<file path="src/rtl/symbol_slicer_ber.sv">
// Symbol slicer and PRBS-7 bit-error-rate checker for one receive channel.
// Counts samples per symbol, takes a hard sign decision at a fixed phase, and
// checks the decided bits against a self-synchronising PRBS-7 reference.
//
// state     | meaning
// ----------|-----------------------------------------------------------
// ST_HUNT   | collecting 7 decided bits to seed the reference generator
// ST_VERIFY | checking one window; any error drops back to ST_HUNT
// ST_LOCKED | counting bits/errors; LOSS_THRESH errors in a window unlock
module symbol_slicer_ber #(
   parameter int SPS          = 64,
   parameter int SAMPLE_PHASE = 63,
   parameter int LOCK_WIN     = 64,
   parameter int LOSS_THRESH  = 16,
   parameter int CNT_W        = 32
) (
   input  logic                    CLOCK_50,
   input  logic                    reset,
   input  logic                    sample_valid,
   input  logic signed [23:0]      din,
   input  logic                    clear_counts,
   output logic                    bit_out,
   output logic                    bit_valid,
   output logic                    locked,
   output logic [CNT_W-1:0]        bit_count,
   output logic [CNT_W-1:0]        err_count
);

   localparam int PH_W  = (SPS > 1) ? $clog2(SPS) : 1;
   localparam int WMAX  = (LOCK_WIN > LOSS_THRESH) ? LOCK_WIN : LOSS_THRESH;
   localparam int WIN_W = $clog2(WMAX + 1);

   localparam logic [PH_W-1:0]  PH_LAST  = PH_W'(SPS - 1);
   localparam logic [PH_W-1:0]  PH_DEC   = PH_W'(SAMPLE_PHASE);
   localparam logic [WIN_W-1:0] WIN_LAST = WIN_W'(LOCK_WIN - 1);
   localparam logic [WIN_W-1:0] LOSS_N   = WIN_W'(LOSS_THRESH);

   typedef enum logic [1:0] {
      ST_HUNT   = 2'd0,
      ST_VERIFY = 2'd1,
      ST_LOCKED = 2'd2
   } state_t;

   logic [PH_W-1:0]  phase_q, phase_d;
   logic             bit_out_q, bit_out_d;
   logic             bit_valid_q, bit_valid_d;
   state_t           state_q, state_d;
   logic [6:0]       lfsr_q, lfsr_d;
   logic [6:0]       fill_q, fill_d;
   logic [2:0]       fill_cnt_q, fill_cnt_d;
   logic [WIN_W-1:0] win_bits_q, win_bits_d;
   logic [WIN_W-1:0] win_errs_q, win_errs_d;
   logic [CNT_W-1:0] bit_count_q, bit_count_d;
   logic [CNT_W-1:0] err_count_q, err_count_d;

   logic             exp_bit;
   logic             mismatch;
   logic [WIN_W-1:0] win_errs_nxt;
   logic             win_end;

   // Reference bit comes from the local generator, never from the received bit,
   // so a single channel error does not propagate into later comparisons.
   assign exp_bit      = lfsr_q[6] ^ lfsr_q[5];
   assign mismatch     = bit_out_q ^ exp_bit;
   assign win_errs_nxt = win_errs_q + {{(WIN_W-1){1'b0}}, mismatch};
   assign win_end      = (win_bits_q == WIN_LAST);

   // Symbol phase counter and hard decision (zero decides as 1).
   always_comb begin
      phase_d     = phase_q;
      bit_out_d   = bit_out_q;
      bit_valid_d = 1'b0;
      if (sample_valid) begin
         phase_d = (phase_q == PH_LAST) ? '0 : phase_q + 1'b1;
         if (phase_q == PH_DEC) begin
            bit_out_d   = (din >= 24'sd0);
            bit_valid_d = 1'b1;
         end
      end
   end

   // Checker next-state: hunt/verify/locked sequencing and saturating counters.
   always_comb begin
      state_d     = state_q;
      lfsr_d      = lfsr_q;
      fill_d      = fill_q;
      fill_cnt_d  = fill_cnt_q;
      win_bits_d  = win_bits_q;
      win_errs_d  = win_errs_q;
      bit_count_d = bit_count_q;
      err_count_d = err_count_q;

      if (bit_valid_q) begin
         case (state_q)
            ST_HUNT: begin
               fill_d = {fill_q[5:0], bit_out_q};
               if (fill_cnt_q == 3'd6) begin
                  fill_cnt_d = '0;
                  // An all-zero seed would lock the generator at zero forever.
                  if (fill_d != 7'd0) begin
                     lfsr_d     = fill_d;
                     win_bits_d = '0;
                     win_errs_d = '0;
                     state_d    = ST_VERIFY;
                  end
               end else begin
                  fill_cnt_d = fill_cnt_q + 3'd1;
               end
            end
            ST_VERIFY: begin
               lfsr_d = {lfsr_q[5:0], exp_bit};
               if (win_end) begin
                  win_bits_d = '0;
                  win_errs_d = '0;
                  fill_cnt_d = '0;
                  state_d    = (win_errs_nxt == '0) ? ST_LOCKED : ST_HUNT;
               end else begin
                  win_bits_d = win_bits_q + 1'b1;
                  win_errs_d = win_errs_nxt;
               end
            end
            ST_LOCKED: begin
               lfsr_d = {lfsr_q[5:0], exp_bit};
               if (bit_count_q != '1) bit_count_d = bit_count_q + 1'b1;
               if (mismatch && (err_count_q != '1)) err_count_d = err_count_q + 1'b1;
               if (win_errs_nxt >= LOSS_N) begin
                  win_bits_d = '0;
                  win_errs_d = '0;
                  fill_cnt_d = '0;
                  state_d    = ST_HUNT;
               end else if (win_end) begin
                  win_bits_d = '0;
                  win_errs_d = '0;
               end else begin
                  win_bits_d = win_bits_q + 1'b1;
                  win_errs_d = win_errs_nxt;
               end
            end
            default: begin
               fill_cnt_d = '0;
               state_d    = ST_HUNT;
            end
         endcase
      end

      // Clear wins over a bit checked in the same cycle.
      if (clear_counts) begin
         bit_count_d = '0;
         err_count_d = '0;
      end
   end

   // State register with synchronous reset.
   always_ff @(posedge CLOCK_50) begin
      if (reset) begin
         phase_q     <= '0;
         bit_out_q   <= 1'b0;
         bit_valid_q <= 1'b0;
         state_q     <= ST_HUNT;
         lfsr_q      <= '0;
         fill_q      <= '0;
         fill_cnt_q  <= '0;
         win_bits_q  <= '0;
         win_errs_q  <= '0;
         bit_count_q <= '0;
         err_count_q <= '0;
      end else begin
         phase_q     <= phase_d;
         bit_out_q   <= bit_out_d;
         bit_valid_q <= bit_valid_d;
         state_q     <= state_d;
         lfsr_q      <= lfsr_d;
         fill_q      <= fill_d;
         fill_cnt_q  <= fill_cnt_d;
         win_bits_q  <= win_bits_d;
         win_errs_q  <= win_errs_d;
         bit_count_q <= bit_count_d;
         err_count_q <= err_count_d;
      end
   end

   assign bit_out   = bit_out_q;
   assign bit_valid = bit_valid_q;
   assign locked    = (state_q == ST_LOCKED);
   assign bit_count = bit_count_q;
   assign err_count = err_count_q;

endmodule

</file>
<file path="config.mk">
export PLATFORM = sky130hd
export DESIGN_NAME = symbol_slicer_ber
export DESIGN_NICKNAME = d
export VERILOG_FILES = /design/src/rtl/symbol_slicer_ber.sv
export SDC_FILE = /design/constraint.sdc
export NUM_CORES = 1
export LEC_CHECK = 0
export CAP_MARGIN = 20
export CORE_ASPECT_RATIO = 0.5
export CORE_MARGIN = 8
export CORE_UTILIZATION = 53
export DETAILED_ROUTE_END_ITERATION = 6
export GPL_TIMING_DRIVEN = 0
export HOLD_SLACK_MARGIN = 0.1
export PLACE_DENSITY = 0.82
export REMOVE_ABC_BUFFERS = 1
export SLEW_MARGIN = 20
export SYNTH_ARGS = -nofsm -noshare
export SYNTH_HDL_FRONTEND = slang
export SYNTH_SLANG_ARGS = --single-unit
</file>
<file path="constraint.sdc">
create_clock -name CLOCK_50 -period 3.9 [get_ports CLOCK_50]
set_input_delay 0.78 -clock CLOCK_50 [delete_from_list [all_inputs] [get_ports CLOCK_50]]
set_output_delay 0.78 -clock CLOCK_50 [all_outputs]
set_load 0.005 [all_outputs]
</file>
==> results of run 1 <==
[sequential cells by signal, indices dropped and copies added (netlist names)]
| name | count |
|---|---|
| bit_count | 32 |
| bit_out | 1 |
| bit_valid | 1 |
| err_count | 32 |
| fill_cnt_q | 3 |
| fill_q | 6 |
| lfsr_q | 7 |
| phase_q | 6 |
| state_q | 2 |
| win_bits_q | 7 |
| win_errs_q | 7 |
[metrics by stage]
step / cells / total power, W
detailed placement: 827 / 0.001138
global placement: 825 / 0.001135
finish: 843 / 0.002042
global route: 843 / 0.002111
floorplan: 614 / 0.001116
CTS: 843 / 0.002056
[placed cells by master (no fill, tap or decap), types with 6 or more instances in the layout]
| cell type | instances |
|---|---|
| or4_1 | 20 |
| dfxtp_1 | 104 |
| or3_1 | 29 |
| a211oi_1 | 8 |
| clkbuf_16 | 9 |
| and3_1 | 17 |
| nand4_1 | 18 |
| and4_1 | 7 |
| o31ai_1 | 21 |
| a41o_1 | 7 |
| nand2_1 | 66 |
| nand2b_1 | 6 |
| mux2i_1 | 16 |
| o21ai_0 | 25 |
| inv_1 | 14 |
| a21oi_1 | 53 |
| ha_1 | 9 |
| xnor2_1 | 6 |
| nand4b_1 | 6 |
| a31oi_1 | 14 |
| nor3_1 | 10 |
| nor2_1 | 52 |
| nand3_1 | 36 |
| clkdlybuf4s50_1 | 70 |
| xor2_1 | 10 |
[cell type report]
type,instances,area (um^2)
well taps,140,175.2
clock inverters,6,68.82
inverters,14,52.55
flip-flops and latches,104,2082
clock buffers,10,239.0
multi-input cells,496,3164
fillers,867,3562
repair buffers,73,740.7
[logic make-up after synthesis]
logic type / share of synthesized area
and+or+nand+nor: 0.3109
AOI/OAI and AO/OA: 0.1872
DFF: 0.3841
buffers and inverters: 0.03509
xor gates and xnor gates: 0.03024
muxes: 0.03162
adders and majority gates: 0.02078
[worst max-delay path by stage]
stage                          start       endpoint  slack [ns]  depth (start not counted)
after global placement         reset  bit_count[19]       -0.02                          4
after CTS                    bit_out  win_bits_q[0]        0.76                          9
after floorplan           state_q[0]  win_errs_q[5]        0.80                          7
after global routing         bit_out  win_bits_q[0]        0.50                          9
after detailed placement     bit_out  win_bits_q[0]        0.77                          9
final                        bit_out  win_bits_q[0]        0.70                          9
[critical path: cells and delay by family (launching register included)]
| kind | cells | cell delay, ns |
|---|---|---|
| and+or+nand+nor | 2 | 0.74 |
| AOI/OAI and AO/OA | 3 | 0.81 |
| adders and majority gates | 2 | 0.51 |
| DFF | 1 | 0.50 |
| buffers and inverters | 1 | 0.09 |
| xor gates and xnor gates | 1 | 0.48 |
[where the power goes]
part	internal (W)	total (W)	switching, W
clock	0.000516	0.000928	0.000411
sequential	0.00107	0.00107	0.00000456
combinational	0.0000154	0.0000447	0.0000293
total	0.00160	0.00204	0.000445
[metal layers]
layer	track usage	up-vias	wire [um]
li1	-	2536	-
met4	0.05692	0	157
met5	0	-	0
met2	0.3467	103	6477
met3	0.04575	15	628
met1	0.2125	2467	5866
==> results.py, run 1 <==
metrics = {
    "global_routing": {
        "overflow": 0,
        "gr-usage-all-layers": 0.1869,
        "grt_pass1_wl_mm": 22.21,
        "grt_start_max_net_pins": 56,
        "grt_pass1_vias": 4773,
        "antenna_found_initial": 0,
    },
    "routing": {
        "drt_first_pass_iters": 5,
        "routed_wl_mm": 13.13,
        "antenna_left": 0,
        "vias": 5121,
        "drt_iter0_markers": 275,
        "post_drt_wl_per_cell_um": 15.57,
        "drc_errors": 0,
        "via_per_inst": 6.075,
    },
    "die": {
        "io_pins": 95,
        "core-area_um2": 10080,
        "die_area_um2": 13920,
        "die_w_um": 159.0,
        "die_h_um": 87.51,
        "rows": 26,
        "initial_core_util": 0.5375,
    },
    "cts": {
        "cts_tree": "yes",
        "cts_root_buffer": "clkbuf_16",
        "h-tree-depth": 3,
        "clk_latency_ns": 0.35,
        "cts_num_sinks": 104,
        "cts_setup_buffers": 0,
        "cts_hold_buf": 0,
        "cts_buffers": 9,
        "cts.clk_slew.worst_paths_ns": 0.07,
        "clockBufferDepth": 2,
        "post_cts_resized": 0,
    },
    "placed_design": {
        "dp_slack_ns": 0.7676,
        "place_area_um2": 6212,
        "routabilityCongestion": 0.8044,
        "port_buffers": 71,
        "dp_hpwl_mm": 9.006,
    },
    "run_status": {
        "outcome": "completed",
    },
    "synth": {
        "syn-cell-area_um2": 5420,
        "yosysTopAreaCell": "dfxtp_1",
        "ys_seq_elements": 104,
        "synth.area.top_cells": "dfxtp_1 38%, a21oi_1 4.9%, nand2_1 4.6%, nor2_1 3.7%, or3_1 3.3%",
        "yosys-top-cells-count": "104 x dfxtp_1, 66 x nand2_1, 53 x a21oi_1, 53 x nor2_1, 36 x nand3_1",
        "yosysSeqAreaShare": 0.3841,
        "ys_warn_count": 0,
        "synth_cells": 646,
        "synth.top_cell.area_share": 0.3841,
        "synth-main-ff-cell": "dfxtp_1",
        "avgSynthCellArea_um2": 8.390,
        "synthArstFlopShare": 0,
        "yosys.cell_types.count": 65,
        "synth_edf_count": 0,
        "yosysMostFrequentCell": "dfxtp_1",
    },
    "job": {
        "cap_violations": 0,
    },
    "timing": {
        "fmax_mhz": 312.9,
        "rsz0062_at_grt": "no",
        "clock_skew_ns": 0.008665,
        "setup_tns_ns": 0,
        "fin_crit_sh": 0.8194,
        "min_period_ns": 3.195,
        "setup_viol": 0,
        "hold_violations": 0,
        "tightestPinTransition_ns": 0.9095,
        "hold_slack_ns": 0.4669,
        "relSlewSlack": 0.3881,
        "worst_slack_ns": 0.7045,
        "slew_violations": 0,
    },
    "critical_path": {
        "critPathMostFrequentCell": "ha_1",
        "cp_data_required_time_ns": 4.18,
        "ff2ff_path_depth": 9,
        "path_class": "flip-flop to flip-flop",
        "cp-start-kind": "flip-flop",
        "end_kind": "flip-flop",
        "r2r-end": "win_bits_q[0]",
        "cp.arrival_ns": 3.48,
        "slowest_delay_ns": 0.51,
        "crit_chain": "xnor3_2 > inv_1 > ha_1 > ha_1 > nand3_1 > a211oi_2 > o21ai_0 > or3b_2 > a21oi_1",
        "critPathMaxFanout": 6,
        "slowest_stage": "or3b_2",
        "r2r_start": "bit_out",
        "r2r_slack_ns": 0.70,
    },
    "layout": {
        "final_area_um2": 6523,
        "antennaDiodeCount": 0,
        "final_util": 0.6468,
        "nets": 735,
        "drive_above_1_share": 0.05690,
        "synthToLayoutAreaGrowth_pct": 20.34,
    },
    "hold_path": {
        "hold_depth": 2,
        "min_from": "win_bits_q[6]",
        "min_to": "win_bits_q[6]",
        "hold_path.class": "flip-flop to flip-flop",
    },
    "power_and_ir_drop": {
        "p_leak_nw": 2.142,
        "power.ir.vdd_worst_v": 0.0002173,
        "powerDensity_nw_per_um2": 313.1,
    },
}
Power figures use the tool's default switching activity.
==> run 2, diff against run 1 <==
clock period = 3 ns   (was 3.9 ns; I/O delays follow)
==> run 2 against run 1 <==
Critical endpoint unchanged. Clock skew is essentially flat. Utilization grew 0.45 points. Critical path depth unchanged.
==> results.py, run 2 (same netlist as run 1, synthesis figures left out) <==
metrics = {
    "run_status": {
        "outcome": "completed",
    },
    "layout": {
        "antennaDiodeCount": 0,
        "final_common_cell": "dfxtp_1",
        "fillers": 855,
        "most-common-layout-cells": "103 x dfxtp_1, 70 x clkdlybuf4s50_1, 66 x nand2_1, 53 x a21oi_1, 52 x nor2_1",
        "nets": 738,
        "fin_cells": 846,
        "synthToLayoutAreaGrowth_pct": 21.17,
        "drive_above_1_share": 0.06516,
        "final_util": 0.6512,
    },
    "placed_design": {
        "routabilityCongestion": 0.8044,
        "port_buffers": 71,
        "dp_hpwl_mm": 9.006,
        "placedCellCount": 827,
    },
    "routing": {
        "drc_errors": 0,
        "routed_wl_mm": 13.17,
        "antenna_left": 0,
        "drt_first_pass_iters": 5,
        "drt_iter0_markers": 289,
        "via_per_inst": 6.091,
        "vias": 5153,
        "post_drt_wl_per_cell_um": 15.57,
    },
    "die": {
        "initial_core_util": 0.5375,
        "rows": 26,
        "die_h_um": 87.51,
        "die_w_um": 159.0,
        "core-area_um2": 10080,
        "die_area_um2": 13920,
        "io_pins": 95,
    },
    "timing": {
        "min_period_ns": 2.814,
        "fin_crit_sh": 0.9381,
        "relSlewSlack": 0.3826,
        "fmax_mhz": 355.3,
        "clock_skew_ns": 0.008699,
        "setup_viol": 0,
        "slew_violations": 0,
        "tightestPinTransition_ns": 0.9177,
        "hold_violations": 0,
        "hold_slack_ns": 0.4637,
        "rsz0062_at_grt": "no",
    },
    "critical_path": {
        "ff2ff_path_depth": 9,
        "slowest_stage": "xnor3_2",
        "cp_data_required_time_ns": 3.29,
        "cp-start-kind": "flip-flop",
        "path_class": "flip-flop to flip-flop",
        "crit_start": "lfsr_q[6]",
        "cp_top_family": "simple AND/OR/NAND/NOR gates",
        "cp.arrival_ns": 3.10,
        "slowest_delay_ns": 0.52,
        "r2r_start": "lfsr_q[6]",
        "path_buf_inv": 1,
        "critPathMaxFanout": 6,
        "path_depth": 9,
        "end_kind": "flip-flop",
        "crit_chain": "xnor3_2 > inv_1 > ha_1 > ha_2 > nand3_2 > a211oi_4 > o21ai_1 > or3b_2 > a21oi_1",
    },
    "cts": {
        "cts.clk_slew.worst_paths_ns": 0.07,
        "clockBufferDepth": 2,
        "cts_buffers": 9,
        "h-tree-depth": 3,
        "cts_root_buffer": "clkbuf_16",
        "clk_latency_ns": 0.35,
        "cts_num_sinks": 104,
        "cts_hold_buf": 0,
        "cts_tree": "yes",
    },
    "global_routing": {
        "overflow": 0,
        "antenna_found_initial": 0,
        "gr-usage-all-layers": 0.1882,
        "grt_pass1_wl_mm": 22.33,
        "grt_start_max_net_pins": 56,
        "grt_pass1_vias": 4794,
    },
    "hold_path": {
        "hold_depth": 2,
        "min_from": "win_bits_q[6]",
        "hold_path.class": "flip-flop to flip-flop",
    },
    "power_and_ir_drop": {
        "p_total_w": 0.002651,
        "p_clk_frac": 0.454,
        "p_leak_nw": 2.152,
        "swShare": 0.2171,
        "power_frac_comb": 0.022,
        "power.ir.vdd_worst_v": 0.0002826,
        "p_switching_w": 0.0005755,
        "powerDensity_nw_per_um2": 403.7,
        "intPower_w": 0.002076,
        "p_seq_frac": 0.524,
    },
    "job": {
        "cap_violations": 0,
    },
}
## run 2: power groups by stage
stage,sequential [W],combinational (W),clock (W)
6_report,0.00139,0.0000578,0.00120
5_1_grt,0.00139,0.0000644,0.00129
4_1_cts,0.00139,0.0000576,0.00123
3_5_place_dp,0.00142,0.0000569,0
3_3_place_gp,0.00142,0.0000534,0
2_1_floorplan,0.00142,0.0000290,0
## run 2: layer usage
layer / track usage / routed length, um / up-vias
li1: - / - / 2540
met1: 0.2147 / 5736 / 2454
met2: 0.3467 / 6534 / 139
met3: 0.04717 / 718 / 20
met4: 0.05862 / 179 / 0
met5: 0 / 0 / -
## run 2: timing repair
action | CTS | global route
endpoints found under the setup margin | 3 | 9
gates cloned | 0 | 0
resized for setup | 3 | 3
pin swaps | 1 | 1
buffers inserted | 1 | 2
## run 2: per-stage QoR
step	worst slack, ns	TNS, ns	area (um^2)
floorplan	-0.1038	-0.1721	5283
global route	0.04616	0	6568
detailed placement	-0.1324	-0.1878	6212
CTS	0.01076	0	6543
finish	0.1856	0	6568
global placement	-0.8458	-40.13	6168
## run 2: final timing paths
kind,to,slack [ns]
max,win_bits_q[0],0.19
min,win_bits_q[6],0.46
max reg2reg,win_bits_q[0],0.19
min reg2reg,win_bits_q[6],0.46
## run 2: final cells by class
cell class | instances | area (um^2) | area share
Multi-Input combinational cell | 496 | 3186 | 0.4850
Sequential cell | 104 | 2083 | 0.3172
Timing Repair Buffer | 76 | 763.2 | 0.1162
Clock buffer | 10 | 239.0 | 0.03639
Tap cell | 140 | 175.2 | 0.02667
Clock inverter | 6 | 68.82 | 0.01048
Inverter | 14 | 52.55 | 0.008002
## run 2: worst min-delay path: stages (launching register included)
cell and delay (ns):
dfxtp_1 0.33, inv_1 0.06, a211oi_1 0.03
==> run 3, diff against run 2 <==
DONT_BUFFER_PORTS = 1   (was unset)
PLACE_DENSITY = 0.7   (was 0.82)
==> run 3 against run 2 <==
Power fell by 1.4%. Count of clock-buffer cells in the layout rose by 1. Critical path depth did not move. First-iteration DRC count rose by 23%. Register-to-register slack improved by 0.05 ns. Sequential cell count did not move. Maximum frequency rose by 1.8%. Critical endpoint is now state_q[1].
==> results.py, run 3 (same netlist as run 1, synthesis figures left out) <==
metrics = {
    "timing": {
        "setup_viol": 0,
        "fin_crit_sh": 0.9219,
        "rsz0062_at_grt": "no",
        "slew_violations": 0,
        "clock_skew_ns": 0.008664,
        "min_period_ns": 2.766,
        "tightestPinTransition_ns": 0.9627,
        "fmax_mhz": 361.6,
        "worst_slack_ns": 0.2343,
        "relSlewSlack": 0.3523,
        "hold_violations": 0,
    },
    "routing": {
        "vias": 4746,
        "drt_first_pass_iters": 4,
        "antenna_left": 0,
        "drc_errors": 0,
        "routed_wl_mm": 12.45,
        "drt_iter0_markers": 355,
        "post_drt_wl_per_cell_um": 16.05,
        "via_per_inst": 6.116,
    },
    "cts": {
        "clockBufferDepth": 2,
        "cts_hold_buf": 0,
        "cts_tree": "yes",
        "cts_num_sinks": 104,
        "cts_buffers": 9,
        "clk_latency_ns": 0.34,
        "cts_root_buffer": "clkbuf_16",
        "cts.clk_slew.worst_paths_ns": 0.07,
        "h-tree-depth": 3,
    },
    "critical_path": {
        "end_kind": "flip-flop",
        "cp-start-kind": "flip-flop",
        "cp_data_required_time_ns": 3.23,
        "critPathMaxFanout": 7,
        "cp.arrival_ns": 3.00,
        "path_class": "flip-flop to flip-flop",
    },
    "layout": {
        "final_util": 0.5799,
        "fin_cells": 776,
        "final_common_cell": "dfxtp_1",
        "fillers": 918,
        "most-common-layout-cells": "103 x dfxtp_1, 66 x nand2_1, 53 x a21oi_1, 52 x nor2_1, 35 x nand3_1",
        "drive_above_1_share": 0.07075,
        "nets": 668,
        "seqCellArea_um2": 2083,
        "multi_input_area_um2": 3186,
        "synthToLayoutAreaGrowth_pct": 7.895,
        "antennaDiodeCount": 0,
    },
    "power_and_ir_drop": {
        "power.ir.vdd_worst_v": 0.0002951,
        "powerDensity_nw_per_um2": 446.9,
        "p_leak_nw": 1.918,
    },
    "hold_path": {
        "hold_path.class": "input pin to flip-flop",
    },
    "run_status": {
        "outcome": "completed",
    },
    "global_routing": {
        "grt_pass1_wl_mm": 21.28,
        "gr-usage-all-layers": 0.1807,
        "grt_pass1_vias": 4384,
        "overflow": 0,
        "grt_start_max_net_pins": 56,
        "antenna_found_initial": 0,
    },
    "placed_design": {
        "port_buffers": 0,
        "dp_hpwl_mm": 8.464,
        "placedCellCount": 755,
        "routabilityCongestion": 0.8114,
        "dp_slack_ns": -0.1557,
    },
    "die": {
        "die_w_um": 159.0,
        "die_area_um2": 13920,
        "die_h_um": 87.51,
        "core-area_um2": 10080,
        "initial_core_util": 0.5375,
        "io_pins": 95,
        "rows": 26,
    },
    "job": {
        "cap_violations": 0,
    },
}
[run 3: report_power, final]
| part | total [W] | switching [W] | internal [W] |
|---|---|---|---|
| registers | 0.00139 | 0.00000563 | 0.00138 |
| clock network | 0.00118 | 0.000516 | 0.000669 |
| logic | 0.0000380 | 0.0000244 | 0.0000136 |
[run 3: final cells by class]
| cell class | instances | share of cell area |
|---|---|---|
| Sequential cell | 104 | 0.3562 |
| Multi-Input combinational cell | 496 | 0.5447 |
| Inverter | 14 | 0.008986 |
| Tap cell | 140 | 0.02995 |
| Clock inverter | 5 | 0.009628 |
| Timing Repair Buffer | 6 | 0.008986 |
| Clock buffer | 11 | 0.04151 |
[run 3: path summary, 6_finish.rpt]
check,cells past startpoint,slack [ns],from,end
setup reg to reg,9,0.23,lfsr_q[5],state_q[1]
setup / recovery,9,0.23,lfsr_q[5],state_q[1]
hold reg to reg,2,0.45,win_bits_q[6],win_bits_q[6]
hold / removal,1,0.32,reset,fill_q[1]
[run 3: worst max-delay path, stage by stage, from the launching register on]
cell	delay [ns]
dfxtp_1	0.40
xnor3_2	0.46
inv_1	0.08
ha_1	0.23
ha_2	0.27
nand3_2	0.17
and3_1	0.27
nor3_4	0.31
o211ai_1	0.17
mux2_2	0.29
[run 3: per-stage QoR]
| step | area (um^2) | power, W | hold slack (ns) | setup TNS, ns |
|---|---|---|---|---|
| after global placement | 5458 | 0.001460 | 0.4288 | -6.480 |
| after CTS | 5813 | 0.002641 | 0.3063 | 0 |
| after global routing | 5848 | 0.002700 | 0.2996 | 0 |
| final | 5848 | 0.002613 | 0.3197 | 0 |
| after floorplan | 5283 | 0.001450 | 0.4124 | -0.1721 |
| after detailed placement | 5487 | 0.001461 | 0.4375 | -0.2839 |
[run 3: metal layers]
layer,part of all wire,up-vias,GRT usage,wire length (um)
li1,-,2400,-,-
met1,0.46,2257,0.2112,5741
met2,0.47,77,0.3155,5868
met3,0.059,12,0.06368,729
met4,0.0092,0,0.04588,115
met5,0,-,0,0
[run 3: timing repair]
item	CTS	global route
pin swaps	1	2
setup buffers	1	4
gates resized for setup	4	2
setup endpoints to repair	4	8
